[src/rtl/cycle_sequencer.sv]
// cycle_sequencer: one-hot T-state ring and M-cycle shift register that every
// microcode block decodes, with instruction-boundary HALT entry and exit.
// Optional build macro CYCLE_SEQUENCER_SINGLE_STEP_EN adds a debug hold that
// parks the sequencer at M1/T1 and releases one instruction per i_Dbg_Step.
//
// state   | meaning
// --------+-----------------------------------------------------------------
// RUN     | normal execution; count advances on each unstalled T4
// HALT    | waiting for i_Wake; count parked at M1, step ring keeps turning
// DBG     | (debug build only) parked at M1/T1 until i_Dbg_Step or hold drops
module cycle_sequencer #(
    parameter int N_TSTATE = 4,
    parameter int N_MCYCLE = 8
) (
    input  logic                i_Clk,
    input  logic                i_Reset_n,
    input  logic                i_IR_Fetch,
    input  logic                i_Stall,
    input  logic                i_Halt_Req,
    input  logic                i_Wake,
`ifdef CYCLE_SEQUENCER_SINGLE_STEP_EN
    input  logic                i_Dbg_Hold,
    input  logic                i_Dbg_Step,
`endif
    output logic [N_TSTATE-1:0] o_Cycle_Step,
    output logic [N_MCYCLE-1:0] o_Cycle_Count,
    output logic                o_Instr_Start,
    output logic                o_Boundary,
    output logic                o_Halted,
    output logic                o_Overrun
);

    localparam logic [1:0] ST_RUN  = 2'd0;
    localparam logic [1:0] ST_HALT = 2'd1;
`ifdef CYCLE_SEQUENCER_SINGLE_STEP_EN
    localparam logic [1:0] ST_DBG  = 2'd2;
`endif

    localparam logic [N_TSTATE-1:0] T1 = {{(N_TSTATE-1){1'b0}}, 1'b1};
    localparam logic [N_MCYCLE-1:0] M1 = {{(N_MCYCLE-1){1'b0}}, 1'b1};

    logic [N_TSTATE-1:0] step_q, step_d;
    logic [N_MCYCLE-1:0] count_q, count_d;
    logic [1:0]          state_q, state_d;
    logic                overrun_q, overrun_d;
    logic                t4_go;
    logic                halted;

    // The count only ever moves on the edge that leaves an unstalled T4.
    assign t4_go  = step_q[N_TSTATE-1] & ~i_Stall;
    assign halted = (state_q != ST_RUN);

    // Next-state logic for the step ring, count register and RUN/HALT FSM.
    always_comb begin
        step_d    = step_q;
        count_d   = count_q;
        state_d   = state_q;
        overrun_d = overrun_q;

        if (!i_Stall) begin
            step_d = {step_q[N_TSTATE-2:0], step_q[N_TSTATE-1]};
        end

        case (state_q)
            ST_RUN: begin
                if (t4_go) begin
                    if (i_IR_Fetch) begin
                        count_d = M1;
`ifdef CYCLE_SEQUENCER_SINGLE_STEP_EN
                        if (i_Dbg_Hold) begin
                            state_d = ST_DBG;
                        end else
`endif
                        // A pending interrupt at the boundary cancels HALT entry.
                        if (i_Halt_Req && !i_Wake) begin
                            state_d = ST_HALT;
                        end
                    end else if (count_q[N_MCYCLE-1]) begin
                        count_d   = M1;
                        overrun_d = 1'b1;
                    end else begin
                        count_d = count_q << 1;
                    end
                end
            end
            ST_HALT: begin
                count_d = M1;
                // Leaving at T4 means the ring wraps to T1 as RUN resumes.
                if (t4_go && i_Wake) begin
                    state_d = ST_RUN;
                end
            end
`ifdef CYCLE_SEQUENCER_SINGLE_STEP_EN
            ST_DBG: begin
                step_d  = T1;
                count_d = M1;
                if (i_Dbg_Step || !i_Dbg_Hold) begin
                    state_d = ST_RUN;
                end
            end
`endif
            default: begin
                state_d = ST_RUN;
            end
        endcase
    end

    // State registers; reset lands directly on M1/T1 in RUN.
    always_ff @(posedge i_Clk or negedge i_Reset_n) begin
        if (!i_Reset_n) begin
            step_q    <= T1;
            count_q   <= M1;
            state_q   <= ST_RUN;
            overrun_q <= 1'b0;
        end else begin
            step_q    <= step_d;
            count_q   <= count_d;
            state_q   <= state_d;
            overrun_q <= overrun_d;
        end
    end

    assign o_Cycle_Step  = step_q;
    assign o_Cycle_Count = count_q;
    assign o_Halted      = halted;
    assign o_Overrun     = overrun_q;
    assign o_Instr_Start = step_q[0] & count_q[0] & ~halted;
    assign o_Boundary    = step_q[N_TSTATE-1] & i_IR_Fetch & ~i_Stall & ~halted;

endmodule

[config.mk]
export PLATFORM = sky130hd
export DESIGN_NAME = cycle_sequencer
export DESIGN_NICKNAME = d
export VERILOG_FILES = /design/src/rtl/cycle_sequencer.sv
export SDC_FILE = /design/constraint.sdc
export NUM_CORES = 1
export LEC_CHECK = 0
export CORE_MARGIN = 8
export CORE_UTILIZATION = 35
export DETAILED_ROUTE_END_ITERATION = 10
export PLACE_DENSITY = 0.64
export REMOVE_ABC_BUFFERS = 1
export SYNTH_ARGS = -nofsm -noshare
export SYNTH_HDL_FRONTEND = slang
export SYNTH_SLANG_ARGS = --single-unit
[constraint.sdc]
create_clock -name i_Clk -period 1.3 [get_ports i_Clk]
set_input_delay 0.13 -clock i_Clk [delete_from_list [all_inputs] [get_ports i_Clk]]
set_output_delay 0.13 -clock i_Clk [all_outputs]
set_load 0.005 [all_outputs]
* Word-level counts from Yosys, hierarchy flattened
Cells that the tools add are included.
Operators by class: divide/modulo/power cells 0, muxes and demuxes 9, bitwise operators 9, magnitude comparators 0, multiply operators 0, add/sub/neg operators 0, shifts and indexed selects 0, equality and inequality tests 5, reduce and logical (&&, ||, !) cells 9
Operators by type and width (count):
- $mux W8 | 3
- $pmux W8 S2 | 1
- $mux W2 | 4
- $ne A2 B2 Y1 const B | 4
- $reduce_and A4 Y1 | 2
- $and A1 B1 Y1 | 6
- $pmux W2 S2 | 1
- $reduce_bool A2 Y1 | 2
- $not A1 Y1 | 3
- $eq A2 B1 Y1 const B | 1
- $logic_and A1 B1 Y1 | 2
- $logic_not A2 Y1 | 1
- $reduce_and A2 Y1 | 1
- $logic_not A1 Y1 | 1
Storage, ports and cells: register bits 15, memories 0, memory bits (read-only) 0, memory bits (writable) 0, word-level logic and storage cells 36, bits of input ports 6, latch bits 0, output and inout bits 16

* Logic depth before layout (Yosys ltp)
depth in word-level cells 6, mapped depth 3, mapped depth without buffers 2

* Worst setup path before layout
OpenSTA, ideal clock, no wires.
kind register to register, from reg state_q[0], to reg count_q[0] (netlist: o_Cycle_Count[0]), library setup time 0.083 ns, stages on the path, launching flop included 4, data required time 1.217 ns, setup slack -0.005 ns, clock period less this slack 1.305 ns, arrival 1.221 ns, path buffers 1, cells stage by stage dfrtp_1 -> or4b_1 -> buf_6 -> o32a_1
Between the ends: word-level cells in the longest chain between the ends 3, elaborated cells on any way between the ends 6, classes of those cells eq/ne (2); mux (1); reduce/logical (3)
Ends and longest elaborated chain:
- from (decl) | line 44 | logic [1:0] state_q, state_d;
- from (signal assigned) | line 118 | state_q <= state_d;
- $eq A2 B1 Y1 / $logic_not A2 Y1 (equally long branches) | line 64 | case (state_q)
- $reduce_bool A2 Y1 (no source line) / $ne A2 B2 Y1 (equally long branches)
- $reduce_and A2 Y1 (no source line)
- to (signal assigned) | line 117 | count_q <= count_d;
- to (decl) | line 43 | logic [N_MCYCLE-1:0] count_q, count_d;
Parallel ways exist; a longest one is shown, timed or not. A chain may end at the register's enable or synchronous reset.

* Worst setup path in the final report
Ends and elaborated chain as after synthesis.

==> qor.yml <==
placed_design:
  gp_congestion: 0.730
  io_buffers: 21
floorplan:
  coreArea_um2: 1690
  fp-row-count: 15
  die_h_um: 58.1
  start_util_pct: 36.7
  die_w_um: 58.1
  ios: 22
  design.die.area_um2: 3370
sta:
  slew_viol_final: 0
  fmax_ghz: 0.754
  fin_crit_ps: 1330
  setup_tns_ps: -103
  worstMarginPinSlew_ps: 212
  setup_viol: 6
  slew_headroom_pct: 85.9
  rsz0062_at_grt: "true"
  timing.final.ws_setup_ps: -26.7
  hold_violations: 0
  finalCritPeriodShare_pct: 102
  skew_ps: 1.31
clock_tree:
  root_buffer: "clkbuf_4"
  clock_tree.buffer_depth: 2
  clk_pin_slew_ps: 80
  cts_tree: "yes"
  clkSinkCount: 14
  cts_hold_buf: 0
  numCtsBuffers: 3
  h-tree-depth: 1
  clk_latency_ps: 280
worst_setup_path:
  crit_type: "flip-flop to flip-flop"
  r2r_slack_ps: -30
  r2r_cells: 3
  end_kind: "flip-flop"
  start_kind: "flip-flop"
  arrival_ps: 1540
  cp_data_required_time_ps: 1510
  timing.rr.end: "o_Cycle_Count[0]$_DFFE_PN1P_"
  r2r-start: "state_q[0]$_DFFE_PN0P_"
  cp_max_fo: 5
  crit_path_cell_trace: "or4b_4, buf_6, o32a_1"
  cp_slowest_cell: "or4b_4"
  max_stage_delay_ps: 540
power_and_ir_drop:
  power.leakage_nw: 0.578
  finalPower_mw: 0.782
  vdd_ir_drop_max_mv: 0.552
  powerDensity_nw_per_um2: 707
layout:
  fin_util_pct: 65.6
  final_layout_size_suffix_gt1_share_pct: 46.9
  diodes: 0
  filler_cell_count: 153
  area_growth_pct: 78.8
  multi_input_area_um2: 280
  seqCellArea_um2: 353
  nNetsFinal: 103
grt:
  grt_pass1_wl_um: 2770
  grt_max_degree: 15
  antenna_found_initial: 0
  grt_use_total_pct: 10.8
  grt_overflow_total: 0
  grt_pass1_vias: 617
synthesis:
  synthMuxAreaShare_pct: 5.45
  yosysSeqAreaShare_pct: 57.0
  netlist_area_um2: 619
  synth_compound_area_share_pct: 15.6
  synth_area_leader_cell: "dfrtp_1"
  synth_seq_cells: 14
  synth_top_family_by_area: "compound AO/OA/AOI/OAI gates"
  ys_warn_count: 0
  yosys.area.top_type_share_pct: 48.5
  synth_area_per_cell_um2: 12.1
  netlist_instances: 51
  synth_xor_area_share_pct: 0
  synthAdderAreaFrac_pct: 0
  synth-simple-area-share_pct: 14.5
  synth_area_leaders: "dfrtp_1, o32ai_1, dfstp_2"
  ys_types: 19
detailed_routing:
  postRouteAntennaNets: 0
  routedWlPerCell_um: 14.9
  post-route-drc-count: 0
  dr.pass1.iters: 4
  vias_per_cell: 5.03
  vias: 568
  totalWireLength_um: 1690
  drt_iter0_markers: 2
worst_hold_path:
  hold_path.class: "primary input to async pin"
outcome:
  status: "finished with violations"
  violations: "setup timing"
run:
  drv_cap: 0
-- logic make-up (layout without fill, tap and decap cells) --
kind of cell,count (synthesis),after routing
flip-flops,14,14
multiplexers,3,3
buffers and inverters,10,55
AND/OR/NAND/NOR,13,13
AO/OA/AOI/OAI,11,11
-- layer usage --
layer  track usage [%]  vias up  wire, um
met2              17.5       20       822
li1                  -      271         -
met4              5.59        0        22
met5                 0        -         0
met1              11.7      274       741
met3              4.42        3       101
-- synthesized netlist by cell type --
cell / number
nor2_1: 1
dfrtp_1: 12
and2b_2: 1
buf_2: 1
or4b_1: 1
inv_1: 7
nand2_1: 1
o32a_1: 1
nand2b_1: 7
o21bai_1: 1
mux2_2: 3
and3b_1: 1
and4b_2: 1
a21o_2: 1
o32ai_1: 7
clkbuf_1: 1
buf_6: 1
a2bb2oi_1: 1
dfstp_2: 2
-- state kept, by name (all words and copies together) (netlist names) --
register / cells
o_Cycle_Count: 8
o_Cycle_Step: 4
o_Overrun: 1
state_q: 1
-- worst max path at each step --
| stage | start | endpoint | depth (start not counted) |
|---|---|---|---|
| after global routing | state_q[0]$_DFFE_PN0P_ | o_Overrun$_DFFE_PN0P_ | 3 |
| after global placement | i_Stall | o_Boundary | 4 |
| after detailed placement | i_Stall | o_Boundary | 4 |
| after CTS | state_q[0]$_DFFE_PN0P_ | o_Cycle_Count[5]$_DFFE_PN0P_ | 3 |
| after floorplan | state_q[0]$_DFFE_PN0P_ | o_Cycle_Count[0]$_DFFE_PN1P_ | 2 |
| final | state_q[0]$_DFFE_PN0P_ | o_Cycle_Count[0]$_DFFE_PN1P_ | 3 |
-- critical path: cells and delay by family (launching register included) --
| kind | cells | cell delay, ps |
|---|---|---|
| AO/OA/AOI/OAI | 1 | 150 |
| flip-flops | 1 | 410 |
| AND/OR/NAND/NOR | 1 | 540 |
| buffers and inverters | 1 | 160 |
-- where the power goes --
part           switching (mW)  internal, mW  leakage [nW]  total [mW]
clock                   0.143         0.170        0.0210       0.313
combinational          0.0143        0.0196         0.405      0.0339
sequential                  0         0.435         0.152       0.435
total                   0.157         0.626         0.578       0.782
-- timing repair --
action | in CTS | in global routing
pin swaps | 2 | 5
setup buffers | 9 | 3
cloned | 1 | 0
resized for setup | 19 | 19
endpoints found under the setup margin | 23 | 20
-- placed cells by master (no fill, tap or decap), drive strengths merged, types with 2 or more instances in the layout --
cell,n
o32ai,7
mux2,3
buf,25
clkdlybuf4s15,2
nand2b,7
dfrtp,12
dlygate4sd2,4
clkdlybuf4s50,4
inv,7
dfstp,2
dlymetal6s2s,8
clkbuf,5
-- layout make-up --
class,count,area share [%]
repair buffers,44,35.3
flip-flops and latches,14,31.9
multi-input cells,27,25.3
clock buffers,4,3.28
well taps,17,1.92
inverters,7,2.37
-- per-stage QoR --
stage	area, um2	hold slack (ps)	std cells	setup WS, ps
floorplan	599	-166	48	-126
global placement	906	462	96	-312
detailed placement	906	459	96	-315
CTS	1010	157	110	-47.6
global route	1110	141	113	-77.3
finish	1110	155	113	-26.7
No activity file was read; power rests on OpenSTA's default activity.
